===== config.mk =====
export PLATFORM = sky130hd
export DESIGN_NAME = conway_grid_sched
export DESIGN_NICKNAME = d
export VERILOG_FILES = /design/src/rtl/conway_grid_sched.sv
export SDC_FILE = /design/constraint.sdc
export NUM_CORES = 1
export LEC_CHECK = 0
export BUFFER_PORTS_ARGS = -buffer_cell sky130_fd_sc_hd__buf_2
export CELL_PAD_IN_SITES_DETAIL_PLACEMENT = 1
export CELL_PAD_IN_SITES_GLOBAL_PLACEMENT = 2
export CORE_UTILIZATION = 41
export CTS_CLUSTER_DIAMETER = 100
export DETAILED_ROUTE_END_ITERATION = 12
export GPL_TIMING_DRIVEN = 0
export PLACE_DENSITY_LB_ADDON = 0.2
export SLEW_MARGIN = 5
export SYNTH_ARGS = -nofsm -noshare
export SYNTH_HDL_FRONTEND = slang
export SYNTH_SLANG_ARGS = --single-unit

===== constraint.sdc =====
create_clock -name clk -period 7.7 [get_ports clk]
set_input_delay 1.54 -clock clk [delete_from_list [all_inputs] [get_ports clk]]
set_output_delay 1.54 -clock clk [all_outputs]
set_load 0.02 [all_outputs]

===== src/rtl/conway_grid_sched.sv =====
// rtl/conway_grid_sched.sv - Game-of-Life generation sequencer feeding a 2-stage cell evaluator
//
// Holds the grid in two bit buffers (current/next). A sweep walks the current
// buffer one cell per cycle in row-major order and drives each 3x3
// neighbourhood to the evaluator. The evaluator's results are written into the
// next buffer two cycles later. The buffers are swapped at the end of the
// generation.
//
// Ports:
//   clk, rst        clock; asynchronous active-high reset
//   start           run one generation (taken only when idle)
//   busy            high while sweeping, draining or swapping
//   done            one-cycle pulse when the new generation is readable
//   gen_count       generations completed (16-bit, wraps)
//   live_count      live cells in the latest generation
//   wr_en/wr_row/wr_data   host row write into the current buffer (idle only)
//   rd_row/rd_data  combinational row readback from the current buffer
//   eval_cells      to evaluator: [7:0] neighbours of the scan cell,
//                   [8] centre of the previous scan cell
//   eval_state      evaluator result, two cycles after the neighbours
//
// Build option: define CONWAY_WRAP_EN for a toroidal grid; otherwise the
// cells beyond the border read as dead.

module conway_grid_sched #(
    parameter int WIDTH  = 8,
    parameter int HEIGHT = 8
) (
    input  logic                                 clk,
    input  logic                                 rst,
    input  logic                                 start,
    output logic                                 busy,
    output logic                                 done,
    output logic [15:0]                          gen_count,
    output logic [$clog2(WIDTH*HEIGHT+1)-1:0]    live_count,
    input  logic                                 wr_en,
    input  logic [$clog2(HEIGHT)-1:0]            wr_row,
    input  logic [WIDTH-1:0]                     wr_data,
    input  logic [$clog2(HEIGHT)-1:0]            rd_row,
    output logic [WIDTH-1:0]                     rd_data,
    output logic [8:0]                           eval_cells,
    input  logic                                 eval_state
);

    localparam int XW = $clog2(WIDTH);
    localparam int YW = $clog2(HEIGHT);
    localparam int LW = $clog2(WIDTH*HEIGHT+1);

    localparam logic [XW-1:0] X_MAX = XW'(WIDTH - 1);
    localparam logic [YW-1:0] Y_MAX = YW'(HEIGHT - 1);
    localparam logic [YW:0]   H_LIM = (YW+1)'(HEIGHT);

    typedef enum logic [1:0] {IDLE, SWEEP, DRAIN, SWAP} state_t;

    state_t state, state_nx;

    // grid[sel][row][col]; cur_sel picks the buffer the host and the sweep read
    logic [WIDTH-1:0] grid [2][HEIGHT];
    logic             cur_sel;
    logic             nxt_sel;

    logic [XW-1:0]    sx;
    logic [YW-1:0]    sy;
    logic             last_x;
    logic             last_y;
    logic             scan_last;
    logic             drain_cnt;
    logic             start_ok;

    // centre of the cell issued last cycle (evaluator applies it one edge late)
    logic             ctr_d;

    // result address pipeline: stage 1 = issued last cycle, stage 2 = two ago
    logic             v1, v2;
    logic [XW-1:0]    a1x, a2x;
    logic [YW-1:0]    a1y, a2y;

    logic [LW-1:0]    live_acc;

    // neighbourhood fetch
    logic [XW-1:0]    xl, xr;
    logic [YW-1:0]    yu, yd;
    logic [WIDTH-1:0] row_n, row_c, row_s;
    logic             has_l, has_r;
    logic [7:0]       nb;

    assign nxt_sel   = ~cur_sel;
    assign last_x    = (sx == X_MAX);
    assign last_y    = (sy == Y_MAX);
    assign scan_last = last_x && last_y;
    assign start_ok  = (state == IDLE) && start;

    // ---------------- FSM ----------------
    always_ff @(posedge clk or posedge rst) begin
        if (rst) begin
            state <= IDLE;
        end else begin
            state <= state_nx;
        end
    end

    always_comb begin
        state_nx = state;
        busy     = 1'b0;
        case (state)
            IDLE: begin
                if (start) begin
                    state_nx = SWEEP;
                end
            end
            SWEEP: begin
                busy = 1'b1;
                if (scan_last) begin
                    state_nx = DRAIN;
                end
            end
            DRAIN: begin
                busy = 1'b1;
                if (drain_cnt) begin
                    state_nx = SWAP;
                end
            end
            SWAP: begin
                busy     = 1'b1;
                state_nx = IDLE;
            end
            default: begin
                state_nx = IDLE;
            end
        endcase
    end

    // ---------------- scan, pipeline, status ----------------
    always_ff @(posedge clk or posedge rst) begin
        if (rst) begin
            sx         <= '0;
            sy         <= '0;
            drain_cnt  <= 1'b0;
            ctr_d      <= 1'b0;
            v1         <= 1'b0;
            v2         <= 1'b0;
            a1x        <= '0;
            a1y        <= '0;
            a2x        <= '0;
            a2y        <= '0;
            live_acc   <= '0;
            cur_sel    <= 1'b0;
            gen_count  <= '0;
            live_count <= '0;
            done       <= 1'b0;
        end else begin
            if (start_ok) begin
                sx <= '0;
                sy <= '0;
            end else if (state == SWEEP) begin
                if (last_x) begin
                    sx <= '0;
                    sy <= last_y ? '0 : sy + YW'(1);
                end else begin
                    sx <= sx + XW'(1);
                end
            end

            drain_cnt <= (state == DRAIN) ? ~drain_cnt : 1'b0;
            ctr_d     <= (state == SWEEP) ? row_c[sx] : 1'b0;

            v1  <= (state == SWEEP);
            a1x <= sx;
            a1y <= sy;
            v2  <= v1;
            a2x <= a1x;
            a2y <= a1y;

            if (start_ok) begin
                live_acc <= '0;
            end else if (v2) begin
                live_acc <= live_acc + LW'(eval_state);
            end

            if (state == SWAP) begin
                cur_sel    <= nxt_sel;
                gen_count  <= gen_count + 16'd1;
                live_count <= live_acc;
            end

            done <= (state == SWAP);
        end
    end

    // ---------------- grid buffers ----------------
    // Host writes (idle only) and result captures (sweep/drain only) never
    // overlap in time and target different buffers.
    always_ff @(posedge clk or posedge rst) begin
        if (rst) begin
            for (int b = 0; b < 2; b++) begin
                for (int r = 0; r < HEIGHT; r++) begin
                    grid[b][r] <= '0;
                end
            end
        end else begin
            if ((state == IDLE) && wr_en && ({1'b0, wr_row} < H_LIM)) begin
                grid[cur_sel][wr_row] <= wr_data;
            end
            if (v2) begin
                grid[nxt_sel][a2y][a2x] <= eval_state;
            end
        end
    end

    assign rd_data = ({1'b0, rd_row} < H_LIM) ? grid[cur_sel][rd_row] : '0;

    // ---------------- neighbourhood ----------------
    always_comb begin
        xl = (sx == '0)  ? X_MAX : sx - XW'(1);
        xr = last_x      ? '0    : sx + XW'(1);
        yu = (sy == '0)  ? Y_MAX : sy - YW'(1);
        yd = last_y      ? '0    : sy + YW'(1);

        row_c = grid[cur_sel][sy];
`ifdef CONWAY_WRAP_EN
        row_n = grid[cur_sel][yu];
        row_s = grid[cur_sel][yd];
        has_l = 1'b1;
        has_r = 1'b1;
`else
        // dead border: wrapped rows/columns are masked off
        row_n = (sy == '0) ? '0 : grid[cur_sel][yu];
        row_s = last_y     ? '0 : grid[cur_sel][yd];
        has_l = (sx != '0);
        has_r = !last_x;
`endif

        nb[0] = has_l & row_n[xl];
        nb[1] = row_n[sx];
        nb[2] = has_r & row_n[xr];
        nb[3] = has_l & row_c[xl];
        nb[4] = has_r & row_c[xr];
        nb[5] = has_l & row_s[xl];
        nb[6] = row_s[sx];
        nb[7] = has_r & row_s[xr];
    end

    assign eval_cells[7:0] = (state == SWEEP) ? nb : 8'd0;
    assign eval_cells[8]   = ((state == SWEEP) || (state == DRAIN)) ? ctr_d : 1'b0;

endmodule


==> results of run 1 <==
==> power groups by stage <==
stage	registers (mW)	clock network, mW	logic (mW)
2_1_floorplan	1.60	0	2.11
3_3_place_gp	1.87	0	2.77
3_5_place_dp	1.90	0	2.83
4_1_cts	1.88	0.982	2.84
5_1_grt	1.95	1.01	3.07
6_report	1.94	0.968	2.87
==> Yosys cell counts, types with 17 or more instances <==
library cell | number | share of area, %
sky130_fd_sc_hd__nor2_1 | 117 | 3.2
sky130_fd_sc_hd__a221oi_1 | 21 | 1.3
sky130_fd_sc_hd__mux4_2 | 88 | 14
sky130_fd_sc_hd__a21oi_1 | 102 | 3.7
sky130_fd_sc_hd__dfrtp_1 | 184 | 33
sky130_fd_sc_hd__o21ai_0 | 76 | 2.8
sky130_fd_sc_hd__o22ai_1 | 26 | 1.2
sky130_fd_sc_hd__nor2b_1 | 22 | 1.0
sky130_fd_sc_hd__nand2b_1 | 34 | 1.5
sky130_fd_sc_hd__a22oi_1 | 23 | 1.3
sky130_fd_sc_hd__a31o_2 | 25 | 1.6
sky130_fd_sc_hd__nand2_1 | 125 | 3.4
sky130_fd_sc_hd__clkbuf_1 | 69 | 1.9
sky130_fd_sc_hd__mux2_2 | 35 | 2.9
sky130_fd_sc_hd__nand3_1 | 24 | 0.87
sky130_fd_sc_hd__mux2i_1 | 133 | 9.6
sky130_fd_sc_hd__inv_1 | 17 | 0.46
==> cell families (layout without fill, tap and decap cells) <==
logic type,Yosys count,in the layout,share of synthesized area (%)
buffers and inverters,131,221,4.43
adders and majority gates,16,16,1.45
DFF,184,184,33.3
xor gates and xnor gates,19,19,1.21
other,0,2,0
and+or+nand+nor,417,417,14.7
muxes,263,263,27.6
AOI/OAI and AO/OA,363,363,17.4
==> worst reg2reg max path: stages, from the launching register on <==
cell,delay (ns)
sky130_fd_sc_hd__dfrtp_1,0.57
sky130_fd_sc_hd__inv_1,0.18
sky130_fd_sc_hd__clkbuf_1,0.52
sky130_fd_sc_hd__buf_1,0.62
sky130_fd_sc_hd__ha_1,0.26
sky130_fd_sc_hd__clkbuf_1,0.31
sky130_fd_sc_hd__clkbuf_1,0.51
sky130_fd_sc_hd__nand3_1,0.17
sky130_fd_sc_hd__a21oi_1,0.15
==> path summary, 6_finish.rpt <==
path | endpoint | slack, ns | cells past startpoint
max | eval_cells[2] | 0.61 | 13
min | v2 | 0.35 | 0
max reg2reg | sy[1] | 4.33 | 8
min reg2reg | v2 | 0.35 | 0
max in group asynchronous | grid[107] | 5.57 | 4
min in group asynchronous | a2x[1] | 1.08 | 2
==> state kept, by name, indices dropped and copies added, names as in the netlist <==
name,flops
ctr_d,1
a2y,3
drain_cnt,1
v1,1
live_count,7
a2x,3
grid,128
a1x,3
a1y,3
sx,3
done,1
live_acc,7
state,2
cur_sel,1
v2,1
gen_count,16
sy,3
==> area by class of cell <==
type | count | share of cell area, %
sequential | 184 | 30.0
clock buffer | 18 | 2.86
inverter | 19 | 0.514
timing repair buffer | 58 | 2.19
buffer | 112 | 3.53
clock inverter | 14 | 1.18
tap | 442 | 3.61
multi-input combinational | 1078 | 56.1
antenna | 2 | 0.0326
==> layer usage <==
layer | wire, um | global-route usage, % | vias to the layer above
li1 | - | - | 5431
met2 | 27000 | 55.1 | 637
met5 | 0 | 0 | -
met3 | 4390 | 6.16 | 134
met4 | 2140 | 14.2 | 0
met1 | 24500 | 47.2 | 6622
==> cells in the final DEF, fill, tap and decap left out, types with 8 or more instances in the layout <==
master	Yosys	layout
sky130_fd_sc_hd__dfrtp_1	184	184
sky130_fd_sc_hd__mux2i_1	133	133
sky130_fd_sc_hd__nand2_1	125	125
sky130_fd_sc_hd__nor2_1	117	117
sky130_fd_sc_hd__a21oi_1	102	102
sky130_fd_sc_hd__mux4_2	88	88
sky130_fd_sc_hd__o21ai_0	76	76
sky130_fd_sc_hd__buf_2	16	72
sky130_fd_sc_hd__clkbuf_1	69	69
sky130_fd_sc_hd__mux2_2	35	35
sky130_fd_sc_hd__nand2b_1	34	34
sky130_fd_sc_hd__o22ai_1	26	26
sky130_fd_sc_hd__a31o_2	25	25
sky130_fd_sc_hd__nand3_1	24	24
sky130_fd_sc_hd__a22oi_1	23	23
sky130_fd_sc_hd__nor2b_1	22	22
sky130_fd_sc_hd__a221oi_1	21	21
sky130_fd_sc_hd__clkbuf_16	0	17
sky130_fd_sc_hd__inv_1	17	16
sky130_fd_sc_hd__ha_1	16	16
sky130_fd_sc_hd__a211oi_1	15	15
sky130_fd_sc_hd__nor3_1	14	13
sky130_fd_sc_hd__o31a_1	13	13
sky130_fd_sc_hd__xnor2_1	12	12
sky130_fd_sc_hd__nand4_1	11	11
sky130_fd_sc_hd__and3_1	11	11
sky130_fd_sc_hd__buf_4	10	10
sky130_fd_sc_hd__buf_1	9	9
sky130_fd_sc_hd__nor2_2	9	9
sky130_fd_sc_hd__or3_1	8	8
==> results.txt, run 1 <==
----------------------------------------------------
[Power]
  Power density relative to cell area ... 377 mW/mm^2
  Power share of the sequential group ... between 30% and 40%
  Internal ... 3.15 mW
  Switching share of power ... 45.4%
  Power share of the combinational group ... 49.6%
  IR drop worst, VDD ... 0.158 mV
  Leak pwr ... 6.21 nW
  Share of power burned in the clock network ... 16.8%
  Net load switching power ... 2.62 mW
  Post-route total power ... roughly 5.8 mW

[Floorplanning]
  Die outline area ... between 0.03 and 0.04 mm^2
  Width of the chip ... 186 um
  Area of the core region ... 0.0329 mm^2
  Io pins ... 61
  Die H ... 186 um
  Initial cell density of the core ... 42.0%
  Cell Rows ... 66

[Logic synthesis]
  Yosys cell types ... 70
  Seq/Total Area, Yosys ... roughly a third
  Post-synthesis cell area ... 0.0138 mm^2
  FFs w/ async S/R, synth ... 100%
  Number of synthesized flops with an enable pin ... 0
  Post-synthesis instance total ... 1,393
  Yosys warning total ... 0
  Number of nets in the synthesized netlist ... 1,428
  Number of flip-flops and latches in the synthesized netlist ... roughly 180
  Most used flip-flop cell after synthesis ... sky130_fd_sc_hd__dfrtp_1
  Avg Inst Size Synth ... 9.91 um^2

[Drt]
  Remaining routing DRC violations ... 0
  DR WL/cell ... 30.1 um
  Aggregate routed wire length ... 58,000 um
  Vias per inst ... 6.65
  ANT nets after route ... 0
  Count of routing violations after the opening detailed-route iteration ... 1,188
  Via count of the routed design ... 12,824
  Length of the first detailed-routing pass in iterations ... 5

[Timing]
  Count of endpoints failing setup in the final report ... 0
  Hold Worst Slack ... around 0.35 ns
  Minimum period implied by the final worst setup slack ... 7.09 ns
  Setup Total Neg Slack ... 0 ns
  Setup ws final ... about 0.61 ns
  Fin crit share ... between 90% and 100%
  Worst clock skew on the final layout ... 0.0195 ns
  Worst slew slack as a fraction of its limit ... 14.6%
  Worst slew pin tran ... 1.28 ns
  Maximum operating frequency ... 141 MHz
  Fin. max-slew vios ... 0
  Number of hold violations in the final report ... 0
  RSZ-0062 raised after global routing ... no

[Clock network]
  Cts bufs inserted ... 17
  Count of cells resized by post-cts repair ... 0
  Hold_buf cts ... 0
  Latest clock arrival within the worst-skew pair ... 0.48 ns
  Clock Root Buffer ... sky130_fd_sc_hd__clkbuf_16
  Total clock sinks ... 184
  TritonCTS clock tree ... yes
  Max Root-Sink Buffers ... 2
  Setup Buffers After CTS ... 0
  Clock transition at the registers of the reported paths ... 0.08 ns
  Number of H-tree branching levels ... 4

[Layout]
  Multi-input combinational cell area ... between 0.008 and 0.009 mm^2
  Fin util ... between 40% and 50%
  Post-layout instance count excluding filler cells ... between 1,500 and 2,000
  Number of inserted filler cells in the final layout ... 3,773
  Growth of design area from synthesis to finish ... 11.0%
  Final Instance Area ... 0.0153 mm^2
  Share of cells above drive strength 1 ... roughly 21%
  Combined flip-flop and latch cell area ... 0.00460 mm^2
  Net count, final ... around 1,500

[Critical path]
  Crit path max-delay cell type ... sky130_fd_sc_hd__a21oi_1
  Largest delay contributor family on the critical path ... buffers and inverters
  CP startpoint kind ... flop
  Endpoint class of the critical path ... primary output
  CP max stage delay ... between 0.9 and 1 ns
  Worst-path fanout max ... 11
  Worst path bufs/invs ... 6
  Worst reg2reg path startpoint ... sy[0]
  Most frequent CP cell ... sky130_fd_sc_hd__clkbuf_1
  Ordered list of cells on the worst path ... inv_1 > clkbuf_1 > buf_1 > ha_1 > clkbuf_1 > clkbuf_1 > a21oi_1 > o21ai_0 > nand4_1 > and4_1 > a41oi_1 > nand4_1 > buf_2
  Setup crit start ... sy[0]
  Data arrival time of the worst path ... 5.55 ns
  Worst EP required ... 6.16 ns
  Kind of critical path ... reg -> out

[GRT]
  Number of global-route vias before repair ... 12,725
  Global route overflow ... 0
  Number of antenna violations at the first check in global routing ... 1
  Total routing resource utilization after global routing ... a little over a third
  Pin count of the biggest net entering global routing ... 66
  Global-route wire length before repair ... 86,000 um

[Placed design]
  Placed Cells ... 1,893
  Estimated wirelength of the detail-placed design ... 44,500 um
  Cell area reported after detailed placement ... 0.0147 mm^2
  Number of buffers added on ports ... 56
  Worst slack, placed ... 1.23 ns
  Final Wtd Congestion ... 0.967

[Worst hold path]
  Hold Path Class ... reg -> reg
  Min-delay src ... v1

[Flow run]
  Maximum capacitance violations ... 0

[Run status]
  Run status ... finished, final reports clean

----------------------------------------------------
Power figures use the tool's default switching activity.
==> inputs of run 2 (changes only) <==
CORE_ASPECT_RATIO = 0.9   (was not set)
==> results.txt, run 2 (synthesis results as in run 1) <==
----------------------------------------------------
[Timing]
  Minimum period implied by the final worst setup slack ... 7.33 ns (+0.246 ns)
  Maximum operating frequency ... 136 MHz (-3.4%)
  Count of endpoints failing setup in the final report ... 0 (unchanged)
  Setup ws final ... 0.366 ns (-0.246 ns)
  Number of hold violations in the final report ... 0 (unchanged)
  Worst slew slack as a fraction of its limit ... 4.96% (-9.7 points)
  Hold Worst Slack ... 0.352 ns (-0.00149 ns)
  Fin. max-slew vios ... 0 (unchanged)
  RSZ-0062 raised after global routing ... no
  Worst clock skew on the final layout ... 0.0159 ns (-0.00353 ns)
  Worst slew pin tran ... 1.43 ns (+0.148 ns)
  Fin crit share ... 95.2% (+3.2 points)

[Layout]
  Top flop regs ... grid x128, gen_count x16
  Largest Register ... grid
  Net count, final ... 1,504 (-0.066%)
  Growth of design area from synthesis to finish ... 10.8%
  Most common cell after layout, fill and taps aside ... sky130_fd_sc_hd__dfrtp_1
  Post-layout instance count excluding filler cells ... 1,904 (-1.2%)
  Top library cells by usage in the layout, fill and taps aside ... sky130_fd_sc_hd__dfrtp_1, sky130_fd_sc_hd__mux2i_1, sky130_fd_sc_hd__nand2_1
  Number of flip-flops under the largest register name ... 128 (unchanged)
  Share of cells above drive strength 1 ... 20.6% (-0.11 points)

[Clock network]
  Clock Root Buffer ... sky130_fd_sc_hd__clkbuf_16
  Setup Buffers After CTS ... 0 (unchanged)
  Clock transition at the registers of the reported paths ... 0.07 ns (about the same)
  Max Root-Sink Buffers ... 2 (unchanged)
  Cts bufs inserted ... 17 (unchanged)
  Number of H-tree branching levels ... 4 (unchanged)
  Hold_buf cts ... 0 (unchanged)
  Latest clock arrival within the worst-skew pair ... 0.49 ns (about the same)
  Total clock sinks ... 184 (unchanged)
  TritonCTS clock tree ... yes
  Count of cells resized by post-cts repair ... 0 (unchanged)

[Power]
  IR drop worst, VDD ... 0.208 mV (+32%)
  Post-route total power ... 5.81 mW (+0.65%)
  Leak pwr ... 6.20 nW (-0.18%)
  Power density relative to cell area ... 380 mW/mm^2 (+0.90%)

[Drt]
  Via count of the routed design ... 13,042 (+1.7%)
  Aggregate routed wire length ... 62,000 um (+6.8%)
  Count of routing violations after the opening detailed-route iteration ... 1,540 (+30%)
  Remaining routing DRC violations ... 0 (unchanged)
  ANT nets after route ... 0 (unchanged)
  Vias per inst ... 6.85 (+2.9%)
  DR WL/cell ... 32.6 um (+8.1%)
  Length of the first detailed-routing pass in iterations ... 5 (unchanged)

[Critical path]
  Endpoint class of the critical path ... primary output
  Kind of critical path ... reg -> out
  R2R cell count ... 8 (unchanged)
  Setup crit start ... sy[0]
  Data arrival time of the worst path ... 5.79 ns (+0.24 ns)
  Setup slack, reg-to-reg ... 4.27 ns (-0.06 ns)
  Worst reg2reg path startpoint ... sy[0]
  Worst-path fanout max ... 11 (unchanged)
  Endpoint of the worst setup timing path ... eval_cells[2]
  Worst EP required ... 6.16 ns (about the same)
  Worst r2r dst ... sy[1]
  CP startpoint kind ... flop

[GRT]
  Number of antenna violations at the first check in global routing ... 0 (-1)
  Total routing resource utilization after global routing ... 37.0% (+2.2 points)
  Global-route met1 utilization ... 52.3% (+5.1 points)
  GRT Max-Usage Layer ... met2
  Global-route wire length before repair ... 91,600 um (+6.5%)
  Number of global-route vias before repair ... 13,020 (+2.3%)
  Met3 Track Usage GR ... 11.8% (+5.6 points)
  Met2 Use GR ... 53.2% (-1.9 points)
  Pin count of the biggest net entering global routing ... 113 (+71%)
  Global route overflow ... 0 (unchanged)

[Flow run]
  Maximum capacitance violations ... 0 (unchanged)

[Placed design]
  Number of buffers added on ports ... 56 (unchanged)
  Worst slack, placed ... 1.23 ns (-0.00201 ns)
  Placed Cells ... 1,872 (-1.1%)
  Estimated wirelength of the detail-placed design ... 46,400 um (+4.2%)
  Final Wtd Congestion ... 1.01 (+4.1%)

[Floorplanning]
  Io pins ... 61 (unchanged)
  Cell Rows ... 63 (-4.5%)
  Initial cell density of the core ... 41.8% (-0.21 points)
  Die outline area ... 0.0344 mm^2 (about the same)
  Width of the chip ... 195 um (+5.4%)
  Die H ... 176 um (-5.1%)
  Area of the core region ... 0.0330 mm^2 (+0.49%)

[Run status]
  Run status ... finished, final reports clean

[Worst hold path]
  Hold Path Class ... reg -> reg

----------------------------------------------------
==> run 2: per-layer routing <==
layer | up-vias | share of wire (%)
li1 | 5431 | -
met1 | 6728 | 44
met2 | 745 | 42
met3 | 138 | 11
met4 | 0 | 3.2
met5 | - | 0
==> run 2: worst min path at each step <==
stage / slack, ns / cells past startpoint / start / endpoint
2_1_floorplan: 0.33 / 0 / a1x[0] / a2x[0]
3_3_place_gp: 0.33 / 0 / a1y[0] / a2y[0]
3_5_place_dp: 0.34 / 0 / a1y[1] / a2y[1]
4_1_cts: 0.35 / 0 / v1 / v2
5_1_grt: 0.37 / 0 / a1y[1] / a2y[1]
6_report: 0.35 / 0 / v1 / v2
==> run 2: per-stage QoR <==
stage | util (%) | cell area, um^2 | TNS [ns]
5_1_grt | 46.3 | 15300 | 0
2_1_floorplan | - | 13800 | 0
6_report | 46.3 | 15300 | 0
4_1_cts | 46.3 | 15300 | 0
3_3_place_gp | 44.3 | 14600 | -276.88
3_5_place_dp | 44.4 | 14700 | 0
==> run 2: cell type report <==
| type | instances | area [um^2] |
|---|---|---|
| diodes | 1 | 2.50 |
| clock inverters | 13 | 191 |
| multi-input cells | 1078 | 8600 |
| inverters | 19 | 78.8 |
| fillers | 3713 | 17700 |
| flip-flops and latches | 184 | 4600 |
| plain buffers | 112 | 541 |
| well taps | 422 | 528 |
| repair buffers | 57 | 308 |
| clock buffers | 18 | 439 |
==> run 2: worst max-delay path, stage by stage (launching register included) <==
cell and delay (ns):
sky130_fd_sc_hd__dfrtp_1 0.55, sky130_fd_sc_hd__inv_1 0.19, sky130_fd_sc_hd__clkbuf_1 0.61, sky130_fd_sc_hd__buf_1 0.59, sky130_fd_sc_hd__ha_1 0.33, sky130_fd_sc_hd__nand2b_1 0.09, sky130_fd_sc_hd__clkbuf_1 0.24, sky130_fd_sc_hd__nand2_1 0.56
sky130_fd_sc_hd__buf_2 0.47, sky130_fd_sc_hd__mux4_2 0.38, sky130_fd_sc_hd__a22oi_1 0.46, sky130_fd_sc_hd__nand2_1 0.21, sky130_fd_sc_hd__a41oi_1 0.27, sky130_fd_sc_hd__nand4_1 0.16, sky130_fd_sc_hd__buf_2 0.19
==> run 2: where the power goes <==
group	switching, mW	internal, mW
clock	0.448	0.528
sequential	0.627	1.31
combinational	1.56	1.34
total	2.64	3.18
==> inputs of run 3 (changes only) <==
CTS_CLUSTER_DIAMETER = not set   (was 100)
PLACE_DENSITY = 0.9   (was not set)
PLACE_DENSITY_LB_ADDON = not set   (was 0.2)
==> results.txt, run 3 (synthesis results as in run 1) <==
----------------------------------------------------
[Clock network]
  Setup Buffers After CTS ... 0 (unchanged)
  Max Root-Sink Buffers ... 2 (unchanged)
  Latest clock arrival within the worst-skew pair ... 0.46 ns (-0.03 ns)
  Clock transition at the registers of the reported paths ... 0.07 ns (about the same)
  Hold_buf cts ... 0 (unchanged)
  Clock Root Buffer ... sky130_fd_sc_hd__clkbuf_16
  Count of cells resized by post-cts repair ... 0 (unchanged)
  Total clock sinks ... 184 (unchanged)
  Cts bufs inserted ... 17 (unchanged)
  TritonCTS clock tree ... yes
  Number of H-tree branching levels ... 4 (unchanged)

[Drt]
  Count of routing violations after the opening detailed-route iteration ... 1,315 (-15%)
  Aggregate routed wire length ... 57,200 um (-7.7%)
  ANT nets after route ... 0 (unchanged)
  Remaining routing DRC violations ... 0 (unchanged)
  Length of the first detailed-routing pass in iterations ... 6 (+1)
  DR WL/cell ... 30.0 um (-7.8%)
  Vias per inst ... 6.76 (-1.4%)
  Via count of the routed design ... 12,872 (-1.3%)

[Placed design]
  Placed Cells ... 1,872 (unchanged)
  Cell area reported after detailed placement ... 0.0147 mm^2 (about the same)
  Estimated wirelength of the detail-placed design ... 43,700 um (-5.9%)
  Worst slack, placed ... 1.47 ns (+0.248 ns)
  Number of buffers added on ports ... 56 (unchanged)
  Final Wtd Congestion ... 0.981 (-2.5%)

[Critical path]
  Kind of critical path ... reg -> out
  Data arrival time of the worst path ... 5.30 ns (-0.49 ns)
  Worst path bufs/invs ... 6 (unchanged)
  Crit path max-delay cell type ... sky130_fd_sc_hd__a21oi_1
  CP max stage delay ... 0.89 ns (+0.28 ns)
  Endpoint class of the critical path ... primary output
  Most frequent CP cell ... sky130_fd_sc_hd__clkbuf_1
  CP startpoint kind ... flop
  Largest delay contributor family on the critical path ... buffers and inverters
  Ordered list of cells on the worst path ... inv_1 > clkbuf_1 > buf_1 > ha_1 > clkbuf_1 > clkbuf_1 > a21oi_1 > o21ai_0 > nand4_1 > and4_1 > a41oi_1 > nand4_1 > buf_2
  Worst-path fanout max ... 11 (unchanged)
  Worst EP required ... 6.16 ns (about the same)

[Layout]
  Number of flip-flops under the largest register name ... 128 (unchanged)
  Post-layout instance count excluding filler cells ... 1,905 (+0.053%)
  Share of cells above drive strength 1 ... 20.5% (-0.081 points)
  Top library cells by usage in the layout, fill and taps aside ... sky130_fd_sc_hd__dfrtp_1, sky130_fd_sc_hd__mux2i_1, sky130_fd_sc_hd__nand2_1
  Top flop regs ... grid x128, gen_count x16
  Growth of design area from synthesis to finish ... 10.3%
  Most common cell after layout, fill and taps aside ... sky130_fd_sc_hd__dfrtp_1
  Largest Register ... grid
  Final Instance Area ... 0.0152 mm^2 (-0.43%)
  Net count, final ... 1,504 (unchanged)

[Timing]
  Worst clock skew on the final layout ... 0.0143 ns (-0.00159 ns)
  Minimum period implied by the final worst setup slack ... 6.84 ns (-0.492 ns)
  Count of endpoints failing setup in the final report ... 0 (unchanged)
  RSZ-0062 raised after global routing ... no
  Worst slew slack as a fraction of its limit ... 13.9% (+8.9 points)
  Number of hold violations in the final report ... 0 (unchanged)
  Setup ws final ... 0.858 ns (+0.492 ns)
  Fin. max-slew vios ... 0 (unchanged)
  Worst slew pin tran ... 1.29 ns (-0.137 ns)
  Fin crit share ... 88.9% (-6.4 points)
  Maximum operating frequency ... 146 MHz (+7.2%)

[Power]
  IR drop worst, VDD ... 0.177 mV (-15%)
  Leak pwr ... 6.17 nW (-0.48%)
  Post-route total power ... 5.72 mW (-1.7%)
  Power density relative to cell area ... 375 mW/mm^2 (-1.2%)

[Worst hold path]
  Hold Path Class ... reg -> reg

[GRT]
  Pin count of the biggest net entering global routing ... 97 (-14%)
  Global route overflow ... 0 (unchanged)
  Number of global-route vias before repair ... 12,943 (-0.59%)
  Global-route wire length before repair ... 85,300 um (-6.9%)
  Total routing resource utilization after global routing ... 33.9% (-3.2 points)
  Number of antenna violations at the first check in global routing ... 2 (+2)

[Floorplanning]
  Cell Rows ... 63 (unchanged)
  Initial cell density of the core ... 41.8% (unchanged)
  Width of the chip ... 195 um (unchanged)
  Die H ... 176 um (unchanged)
  Area of the core region ... 0.0330 mm^2 (unchanged)
  Io pins ... 61 (unchanged)
  Die outline area ... 0.0344 mm^2 (unchanged)

[Run status]
  Run status ... finished, final reports clean

[Flow run]
  Maximum capacitance violations ... 0 (unchanged)

----------------------------------------------------
run 3: cell types whose count changed in the layout (fill, tap and decap cells not counted):
cell / change
sky130_fd_sc_hd__nor3_2: +1
sky130_fd_sc_hd__clkbuf_8: -1
sky130_fd_sc_hd__clkbuf_1: +2
sky130_fd_sc_hd__clkinv_8: -1
sky130_fd_sc_hd__nor3_4: -1
sky130_fd_sc_hd__bufinv_16: -2
sky130_fd_sc_hd__clkinv_2: +1
sky130_fd_sc_hd__inv_6: +2
run 3: final timing paths:
kind / slack (ns) / cells after the start / start / to
min in group asynchronous: 1.22 / 2 / rst / grid[122]
max in group asynchronous: 5.57 / 3 / rst / grid[100]
min reg2reg: 0.35 / 0 / a1y[0] / a2y[0]
max reg2reg: 4.44 / 8 / sy[0] / sy[1]
min: 0.35 / 0 / a1y[0] / a2y[0]
max: 0.86 / 13 / sy[0] / eval_cells[2]
run 3: cell type report:
| type | count | area, um^2 |
|---|---|---|
| Fill cell | 3727 | 17800 |
| Multi-Input combinational cell | 1078 | 8600 |
| Sequential cell | 184 | 4600 |
| Buffer | 112 | 541 |
| Clock inverter | 13 | 138 |
| Clock buffer | 19 | 433 |
| Antenna cell | 1 | 2.50 |
| Inverter | 19 | 78.8 |
| Timing Repair Buffer | 57 | 308 |
| Tap cell | 422 | 528 |
run 3: power breakdown:
group / total, mW / internal [mW] / switching [mW] / leakage, nW
Combinational: 2.88 / 1.34 / 1.54 / 3.51
Clock: 0.885 / 0.455 / 0.430 / 0.270
Sequential: 1.95 / 1.31 / 0.635 / 2.39
Total: 5.72 / 3.11 / 2.61 / 6.17
run 3: metrics by stage:
| step | TNS [ns] | util, % | hold slack [ns] |
|---|---|---|---|
| after floorplan | 0 | - | 0.331 |
| after global placement | -231.51 | 44.3 | 0.335 |
| after detailed placement | 0 | 44.4 | 0.336 |
| after CTS | 0 | 46.1 | 0.349 |
| after global routing | 0 | 46.1 | 0.358 |
| final | 0 | 46.1 | 0.346 |
run 3: per-layer routing:
layer,vias up,wire [um],GRT usage (%),part of all wire [%]
met5,-,17,0,0.030
met4,2,1900,12.9,3.3
met3,126,5650,7.16,9.9
met2,755,25800,52.5,45
met1,6558,23800,46.5,42
li1,5431,-,-,-
